<file path="src/rtl/async_fifo_pkg.sv">
// async_fifo_pkg: shared pointer types and gray/binary conversion helpers for the async FIFO family
package async_fifo_pkg;
    localparam int PTR_MAX = 32;
    localparam int DEF_ADDR_SIZE = 3;
    typedef logic [DEF_ADDR_SIZE:0] ptr_t;
    function automatic logic [PTR_MAX-1:0] bin2gray(input logic [PTR_MAX-1:0] b);
        return b ^ (b >> 1);
    endfunction
    function automatic logic [PTR_MAX-1:0] gray2bin(input logic [PTR_MAX-1:0] g);
        logic [PTR_MAX-1:0] b;
        b = '0;
        for (int i = 0; i < PTR_MAX; i++) b[i] = ^(g >> i);
        return b;
    endfunction
endpackage

</file>
<file path="src/rtl/rptr_empty_ch.sv">
// rptr_empty_ch: one channel's read pointer, empty/almost-empty/underflow flags and level (flush via RPTR_FLUSH_EN)
module rptr_empty_ch
    import async_fifo_pkg::*;
#(
    parameter int ADDR_SIZE = 3,
    parameter int AE_THRESH = 1
) (
    input  logic                 rclk,
    input  logic                 rrst,
    input  logic                 rpop,
`ifdef RPTR_FLUSH_EN
    input  logic                 rflush,
`endif
    input  logic [ADDR_SIZE:0]   sync_wptr,
    output logic                 rempty,
    output logic                 ralmost_empty,
    output logic                 runderflow,
    output logic [ADDR_SIZE-1:0] raddr,
    output logic [ADDR_SIZE:0]   rptr,
    output logic [ADDR_SIZE:0]   rlevel
);
    localparam int W = ADDR_SIZE + 1;
    localparam logic [W-1:0] AE = W'(AE_THRESH);
    logic [W-1:0] rbin, rbin_nxt, rgray_nxt, wbin, rlevel_nxt;
    logic         uf_nxt;
    assign wbin = W'(gray2bin(PTR_MAX'(sync_wptr)));
    // next binary pointer: flush jumps to the write pointer, otherwise advance on an accepted pop
    always_comb begin
`ifdef RPTR_FLUSH_EN
        rbin_nxt = rflush ? wbin : rbin + W'(rpop & ~rempty);
        uf_nxt   = runderflow | (rpop & rempty & ~rflush);
`else
        rbin_nxt = rbin + W'(rpop & ~rempty);
        uf_nxt   = runderflow | (rpop & rempty);
`endif
    end
    assign rgray_nxt  = W'(bin2gray(PTR_MAX'(rbin_nxt)));
    assign rlevel_nxt = wbin - rbin_nxt;
    // pointer and flag registers, all refreshed every cycle
    always_ff @(posedge rclk) begin
        if (rrst) begin
            rbin          <= '0;
            raddr         <= '0;
            rptr          <= '0;
            rempty        <= 1'b1;
            rlevel        <= '0;
            ralmost_empty <= 1'b1;
            runderflow    <= 1'b0;
        end else begin
            rbin          <= rbin_nxt;
            raddr         <= rbin_nxt[ADDR_SIZE-1:0];
            rptr          <= rgray_nxt;
            rempty        <= rgray_nxt == sync_wptr;
            rlevel        <= rlevel_nxt;
            ralmost_empty <= rlevel_nxt <= AE;
            runderflow    <= uf_nxt;
        end
    end
endmodule

</file>
<file path="src/rtl/rptr_empty_mc.sv">
// rptr_empty_mc: NUM_CH independent read-side pointer/flag managers on one read clock (flush via RPTR_FLUSH_EN)
module rptr_empty_mc
    import async_fifo_pkg::*;
#(
    parameter int ADDR_SIZE = 3,
    parameter int NUM_CH    = 4,
    parameter int AE_THRESH = 1
) (
    input  logic                                rclk,
    input  logic                                rrst,
    input  logic [NUM_CH-1:0]                   rpop,
`ifdef RPTR_FLUSH_EN
    input  logic [NUM_CH-1:0]                   rflush,
`endif
    input  logic [NUM_CH-1:0][ADDR_SIZE:0]      sync_wptr,
    output logic [NUM_CH-1:0]                   rempty,
    output logic [NUM_CH-1:0]                   ralmost_empty,
    output logic [NUM_CH-1:0]                   runderflow,
    output logic [NUM_CH-1:0][ADDR_SIZE-1:0]    raddr,
    output logic [NUM_CH-1:0][ADDR_SIZE:0]      rptr,
    output logic [NUM_CH-1:0][ADDR_SIZE:0]      rlevel
);
    for (genvar g = 0; g < NUM_CH; g++) begin : g_ch
        rptr_empty_ch #(.ADDR_SIZE(ADDR_SIZE), .AE_THRESH(AE_THRESH)) u_ch (
            .rclk          (rclk),
            .rrst          (rrst),
            .rpop          (rpop[g]),
`ifdef RPTR_FLUSH_EN
            .rflush        (rflush[g]),
`endif
            .sync_wptr     (sync_wptr[g]),
            .rempty        (rempty[g]),
            .ralmost_empty (ralmost_empty[g]),
            .runderflow    (runderflow[g]),
            .raddr         (raddr[g]),
            .rptr          (rptr[g]),
            .rlevel        (rlevel[g])
        );
    end
endmodule

</file>
<file path="config.mk">
export PLATFORM = sky130hd
export DESIGN_NAME = rptr_empty_mc
export DESIGN_NICKNAME = d
export VERILOG_FILES = /design/src/rtl/async_fifo_pkg.sv /design/src/rtl/rptr_empty_ch.sv /design/src/rtl/rptr_empty_mc.sv
export SDC_FILE = /design/constraint.sdc
export NUM_CORES = 1
export LEC_CHECK = 0
export CELL_PAD_IN_SITES_DETAIL_PLACEMENT = 0
export CELL_PAD_IN_SITES_GLOBAL_PLACEMENT = 1
export CORE_MARGIN = 1.5
export CORE_UTILIZATION = 38
export DETAILED_ROUTE_END_ITERATION = 10
export PLACE_DENSITY = 0.91
export SLEW_MARGIN = 10
export SYNTH_ARGS = -nofsm -noshare
export SYNTH_HDL_FRONTEND = slang
export SYNTH_SLANG_ARGS = --single-unit
</file>
<file path="constraint.sdc">
create_clock -name rclk -period 3.7 [get_ports rclk]
set_clock_uncertainty 0.05 [all_clocks]
set_input_delay 0.74 -clock rclk [delete_from_list [all_inputs] [get_ports rclk]]
set_output_delay 0.74 -clock rclk [all_outputs]
set_load 0.02 [all_outputs]
</file>
==> results.ini, run 1 <==
[floorplanning]
dieArea_um2 = 7620
initial_utilization_pct = 39.5
core_um2 = 6830
pin_count = 78
fp.dieH_um = 87.3
die_w_um = 87.3
fp-row-count = 30

[finish]
drive_gt1_share_pct = 5.11
nets = 392
stdcell_count = 448
synthToLayoutAreaGrowth_pct = 32.4
fin_area_um2 = 3570
fill_cells = 662
n_antenna_cell = 0
seqCellArea_um2 = 1120
multi_input_area_um2 = 1400

[place]
dpl.hpwl_um = 3780
dpl.cell_count = 440
io_buffers = 77
postPlaceCellArea_um2 = 3480
place.gp.congestion = 0.820

[global_route]
grt_pass1_wl_um = 7920
track_usage_pct = 13.3
antenna_found_initial = 0
grt-ovfl-total = 0
grt_max_degree = 27
grt_pass1_vias = 1705

[power]
ir_drop_mv = 0.175
p_leak_nw = 1.47
p_per_area_nw_per_um2 = 412

[critical_path]
crit_end = g_ch[3].u_ch.ralmost_empty
cp-start-kind = input pin
crit_required_ps = 3870
cp.arrival_ps = 3100
path_class = in -> reg
r2r_slack_ps = 1370
crit_start = rpop[3]
reg2reg_to = g_ch[3].u_ch.ralmost_empty
critPathCaptureType = flip-flop
critPathMaxFanout = 4
rr_startpoint = g_ch[3].u_ch.rempty
reg2reg_depth = 10

[cts]
ctsResizeCount = 0
htree_levels = 2
clock_path_buffers = 2
cts_buffers = 5
cts_tree = done
postCtsHoldBufs = 0
cts-root-buf = clkbuf_8
worstSkewPairLatency_ps = 300
cts.sinks = 56
cts_setup_buffers = 0
clk_pin_slew_ps = 90

[hold_path]
hold_depth = 2
worstHoldPathType = reg -> reg

[yosys]
synth_nets = 325
syn_inst = 284
ys_types = 33
synth_area_per_cell_um2 = 9.50
synth_area_leader_cell = dfxtp_1
synth_ff_type = dfxtp_1
ys.warnings.count = 0
synth_top_cell_area_share_pct = 41.5
synthTopCellsByArea = dfxtp_1 (42%), xnor2_1 (11%), ha_1 (8.8%)
ys_seq_area_share_pct = 41.5
synth_edf_count = 0
async_flop_share_pct = 0
ys_ff_latch = 56
synthesis.area_um2 = 2700

[drt]
drtIter0Drc = 58
firstDrtPassIters = 4
routedWlPerCell_um = 11.1
vias_per_cell = 4.39
drc_errors = 0
vias = 1967
ant_nets = 0
wl_um = 4970

[sta]
rsz0062_at_grt = no
worst_pin_slew_ps = 444
finalSetupTns_ps = 0
fin_crit_sh_pct = 79.4
finalMaxSlewViolations = 0
setup_viol = 0
layout_min_cycle_time_ps = 2940
max_freq_mhz = 341
relSlewSlack_pct = 70.4
final_hold_viol_count = 0

[run_status]
status = completed

[flow_run]
max-cap-violations = 0

## cell families (layout without fill, tap and decap cells)
group / after synthesis / count (layout) / synth area share [%]
DFF: 56 / 56 / 41.5
AOI/OAI and AO/OA: 25 / 25 / 5.93
muxes: 3 / 3 / 1.11
xor gates and xnor gates: 63 / 63 / 21.3
buffers and inverters: 34 / 102 / 6.72
adders and majority gates: 20 / 20 / 9.23
and+or+nand+nor: 83 / 83 / 14.2
## cells in the mapped netlist (3+ instances only)
master / number
o21ai_0: 5
xor2_1: 25
ha_1: 19
nand3_1: 6
xnor2_1: 35
and3_1: 5
mux2i_1: 3
nand2_1: 9
nor3_1: 5
nor2_1: 40
inv_1: 13
and2_1: 3
buf_4: 12
clkbuf_1: 5
a21oi_1: 7
nor2b_1: 15
dfxtp_1: 56
## state kept, by name, summed over array words and instances, names as in the netlist
name                     count
g_ch.u_ch.rempty             4
g_ch.u_ch.rptr              16
g_ch.u_ch.ralmost_empty      4
g_ch.u_ch.rlevel            16
g_ch.u_ch.raddr              8
g_ch.u_ch.rbin               4
g_ch.u_ch.runderflow         4
## final cells by class
class	instances	share of cell area, %
multi-input cells	194	39.1
flip-flops and latches	56	31.4
repair buffers	81	22.3
well taps	96	3.36
clock buffers	8	2.52
inverters	13	1.37
## routing by layer
layer	track usage, %	share of wire [%]	vias up
li1	-	-	1033
met5	0	0	-
met1	16.2	46	883
met4	3.90	1.1	0
met2	21.9	47	45
met3	5.02	5.7	6
## per-stage QoR
stage / hold WS (ps) / power, mW / utilization (%) / setup slack [ps]
2_1_floorplan: 388 / 0.991 / - / 1020
3_3_place_gp: 396 / 1.15 / 51.0 / 482
3_5_place_dp: 404 / 1.15 / 51.0 / 457
4_1_cts: 426 / 1.50 / 52.3 / 766
5_1_grt: 438 / 1.56 / 52.3 / 588
6_report: 418 / 1.47 / 52.3 / 764
## cell usage in the layout, fill, tap and decap left out, drive strengths merged, types with 7 or more instances in the layout
master          n
dfxtp          56
a21oi           7
xor2           26
inv            13
xnor2          37
ha             19
nor2b          15
clkdlybuf4s50  76
nand2           9
nor2           40
clkbuf          8
## critical path, stage by stage
cell,delay (ps)
clkdlybuf4s50_1,470
nor2b_1,160
ha_1,180
ha_1,150
xor2_1,280
inv_1,170
ha_1,370
a21oi_1,130
o21ai_1,90
xnor2_1,160
o31ai_1,210
## power by group
part	internal, mW	switching (mW)
clock	0.153	0.179
sequential	0.661	0.0191
combinational	0.227	0.232
total	1.04	0.430
## worst min-delay path by stage
stage | start | to
global placement | g_ch[3].u_ch.runderflow | g_ch[3].u_ch.runderflow
detailed placement | g_ch[3].u_ch.runderflow | g_ch[3].u_ch.runderflow
finish | g_ch[3].u_ch.runderflow | g_ch[3].u_ch.runderflow
global route | g_ch[3].u_ch.runderflow | g_ch[3].u_ch.runderflow
CTS | g_ch[3].u_ch.runderflow | g_ch[3].u_ch.runderflow
floorplan | g_ch[0].u_ch.runderflow | g_ch[0].u_ch.runderflow
Note: power is estimated with default switching activity, not from simulation.
==> run 2, diff against run 1 <==
- CORE_UTILIZATION: 38 -> 32
- PLACE_DENSITY: 0.91 -> 0.82
- clock period: 3.7 -> 2.4 ns (I/O delays scaled with it)
==> run 2 against run 1 <==
Against the previous run: sequential share of layout area down 4.3 points; combinational power is 80% higher; critical path type unchanged; final cell count up 13%; core utilization decreased by 1.7 points.
==> results.ini, run 2 (synthesis gave the netlist of run 1 again) <==
[drt]
firstDrtPassIters = 4  ; unchanged
vias_per_cell = 4.38  ; was 4.39
routedWlPerCell_um = 11.5  ; was 11.1 µm
drc_errors = 0  ; unchanged
wl_um = 5810  ; was 4970 µm
drtIter0Drc = 37  ; was 58
vias = 2208  ; was 1967
ant_nets = 0  ; unchanged

[finish]
layout_commonest_cell = clkdlybuf4s50_1  ; unchanged
fill_cells = 765  ; was 662
layout_common_cells = clkdlybuf4s50_1 (68), dfxtp_1 (56), buf_4 (51), nor2_1 (40), xnor2_1 (30)  ; was clkdlybuf4s50_1 (76), dfxtp_1 (56), nor2_1 (40), xnor2_1 (35), xor2_1 (25)
synthToLayoutAreaGrowth_pct = 53.2  ; was 32.4%
n_antenna_cell = 0  ; unchanged
nets = 439  ; was 392
fin_area_um2 = 4130  ; was 3570 µm²
stdcell_count = 504  ; was 448
drive_gt1_share_pct = 23.8  ; was 5.11%
reg.largest.list = g_ch.u_ch.rlevel (16), g_ch.u_ch.rptr (16), g_ch.u_ch.raddr (8)  ; unchanged

[global_route]
grt_pass1_wl_um = 9140  ; was 7920 µm
antenna_found_initial = 0  ; unchanged
grt-ovfl-total = 0  ; unchanged
grt_pass1_vias = 2085  ; was 1705
grt_max_degree = 26  ; was 27
track_usage_pct = 12.8  ; was 13.3%

[place]
dpl.cell_count = 490  ; was 440
io_buffers = 77  ; unchanged
postPlaceCellArea_um2 = 3800  ; was 3480 µm²
dpl.hpwl_um = 4310  ; was 3780 µm
place.gp.congestion = 0.780  ; was 0.820

[floorplanning]
core_um2 = 8180  ; was 6830 µm²
initial_utilization_pct = 33.0  ; was 39.5%
fp.dieH_um = 94.8  ; was 87.3 µm
dieArea_um2 = 8990  ; was 7620 µm²
die_w_um = 94.8  ; was 87.3 µm
fp-row-count = 33  ; was 30
pin_count = 78  ; unchanged

[power]
ir_drop_mv = 0.264  ; was 0.175 mV
internal-power_mw = 1.69  ; was 1.04 mW
switchingPower_mw = 0.726  ; was 0.430 mW
swShare_pct = 30.1  ; was 29.2%
p_leak_nw = 1.77  ; was 1.47 nW
power_frac_clock_pct = 22.2  ; was 22.6%
seqPwrFrac_pct = 43.6  ; was 46.2%
design_power_total_mw = 2.41  ; was 1.47 mW
p_per_area_nw_per_um2 = 584  ; was 412 nW/µm²
pwr-share-comb_pct = 34.1  ; was 31.2%

[cts]
cts.sinks = 56  ; unchanged
cts_buffers = 5  ; unchanged
worstSkewPairLatency_ps = 300  ; about the same
htree_levels = 2  ; unchanged
cts-root-buf = clkbuf_8  ; unchanged
clk_pin_slew_ps = 100  ; was 90 ps
clock_path_buffers = 2  ; unchanged
cts_tree = done  ; unchanged

[sta]
worst_pin_slew_ps = 346  ; was 444 ps
finalSetupTns_ps = 0  ; unchanged
setup_viol = 0  ; unchanged
final_hold_viol_count = 0  ; unchanged
fin_crit_sh_pct = 97.6
finalMaxSlewViolations = 0  ; unchanged
relSlewSlack_pct = 76.9  ; was 70.4%
layout_min_cycle_time_ps = 2340
max_freq_mhz = 427

[critical_path]
critPathMaxFanout = 3  ; was 4
cp.arrival_ps = 2510  ; was 3100 ps
crit_required_ps = 2560  ; was 3870 ps
cp-start-kind = input pin  ; unchanged
path_class = in -> reg  ; unchanged
critPathCaptureType = flip-flop  ; unchanged

[run_status]
status = completed  ; unchanged

[hold_path]
worstHoldPathType = in -> reg  ; was reg -> reg

[flow_run]
max-cap-violations = 0  ; unchanged

-- run 2: cell count changes in the layout (fill, tap and decap cells not counted), moves of 7 or more --
| cell | before | now |
|---|---|---|
| clkdlybuf4s50_1 | 76 | 68 |
| ha_2 | 0 | 7 |
| buf_4 | 4 | 51 |
| ha_1 | 19 | 7 |
-- run 2: per-layer routing --
metal,global-route usage [%],wire length [µm],vias up
met2,22.9,3020,46
met5,0,0,-
li1,-,-,1123
met3,2.90,225,5
met4,2.99,49,0
met1,15.4,2520,1034
-- run 2: layout make-up --
class,instances,area [µm²],area share (%)
clock inverters,1,7.51,0.182
multi-input cells,194,1580,38.3
well taps,105,131,3.18
flip-flops and latches,56,1120,27.1
repair buffers,128,1160,28.0
inverters,13,48.8,1.18
clock buffers,7,86.3,2.09
-- run 2: through the flow --
step	hold WS (ps)	utilization, %	worst slack [ps]
after detailed placement	415	46.5	-475
after floorplan	388	-	28.8
after global routing	322	50.6	-27.7
final	322	50.6	57.1
after global placement	401	46.5	-420
after CTS	309	48.7	4.46
-- run 2: repair_timing --
| item | 4_1_cts | 5_1_grt |
|---|---|---|
| buffers inserted | 3 | 3 |
| cloned | 0 | 0 |
| endpoints found under the setup margin | 6 | 11 |
| pin swaps | 6 | 15 |
| endpoints found under the hold margin | 0 | 0 |
| hold buffers | 0 | 0 |
| resized for setup | 14 | 29 |
-- run 2: path summary, 6_finish.rpt --
| path | startpoint | end | slack [ps] | cells after the start |
|---|---|---|---|---|
| max | rpop[3] | g_ch[3].u_ch.ralmost_empty | 60 | 11 |
| min | rrst | g_ch[0].u_ch.runderflow | 320 | 2 |
| max reg2reg | g_ch[1].u_ch.rempty | g_ch[1].u_ch.ralmost_empty | 360 | 9 |
| min reg2reg | g_ch[1].u_ch.runderflow | g_ch[1].u_ch.runderflow | 430 | 2 |
-- run 2: critical path, stage by stage --
cell and delay, ps:
clkdlybuf4s50_1 480, nor2b_4 170, ha_4 140, ha_2 160, xor2_1 170, inv_1 100, ha_4 230, a21oi_2 130
o21ai_2 70, xnor2_1 130, o31ai_1 230
-- run 2: power groups by stage --
stage / combinational (mW) / clock (mW) / sequential, mW
after global routing: 0.902 / 0.597 / 1.06
after floorplan: 0.372 / 0 / 1.16
after detailed placement: 0.770 / 0 / 1.07
final: 0.823 / 0.536 / 1.05
after CTS: 0.794 / 0.568 / 1.05
after global placement: 0.766 / 0 / 1.07
==> run 3, diff against run 2 <==
- ABC_CLOCK_PERIOD_IN_PS: unset -> 2400
==> results of run 3 <==
No change in the layout: final DEF, timing and power equal those of run 2.
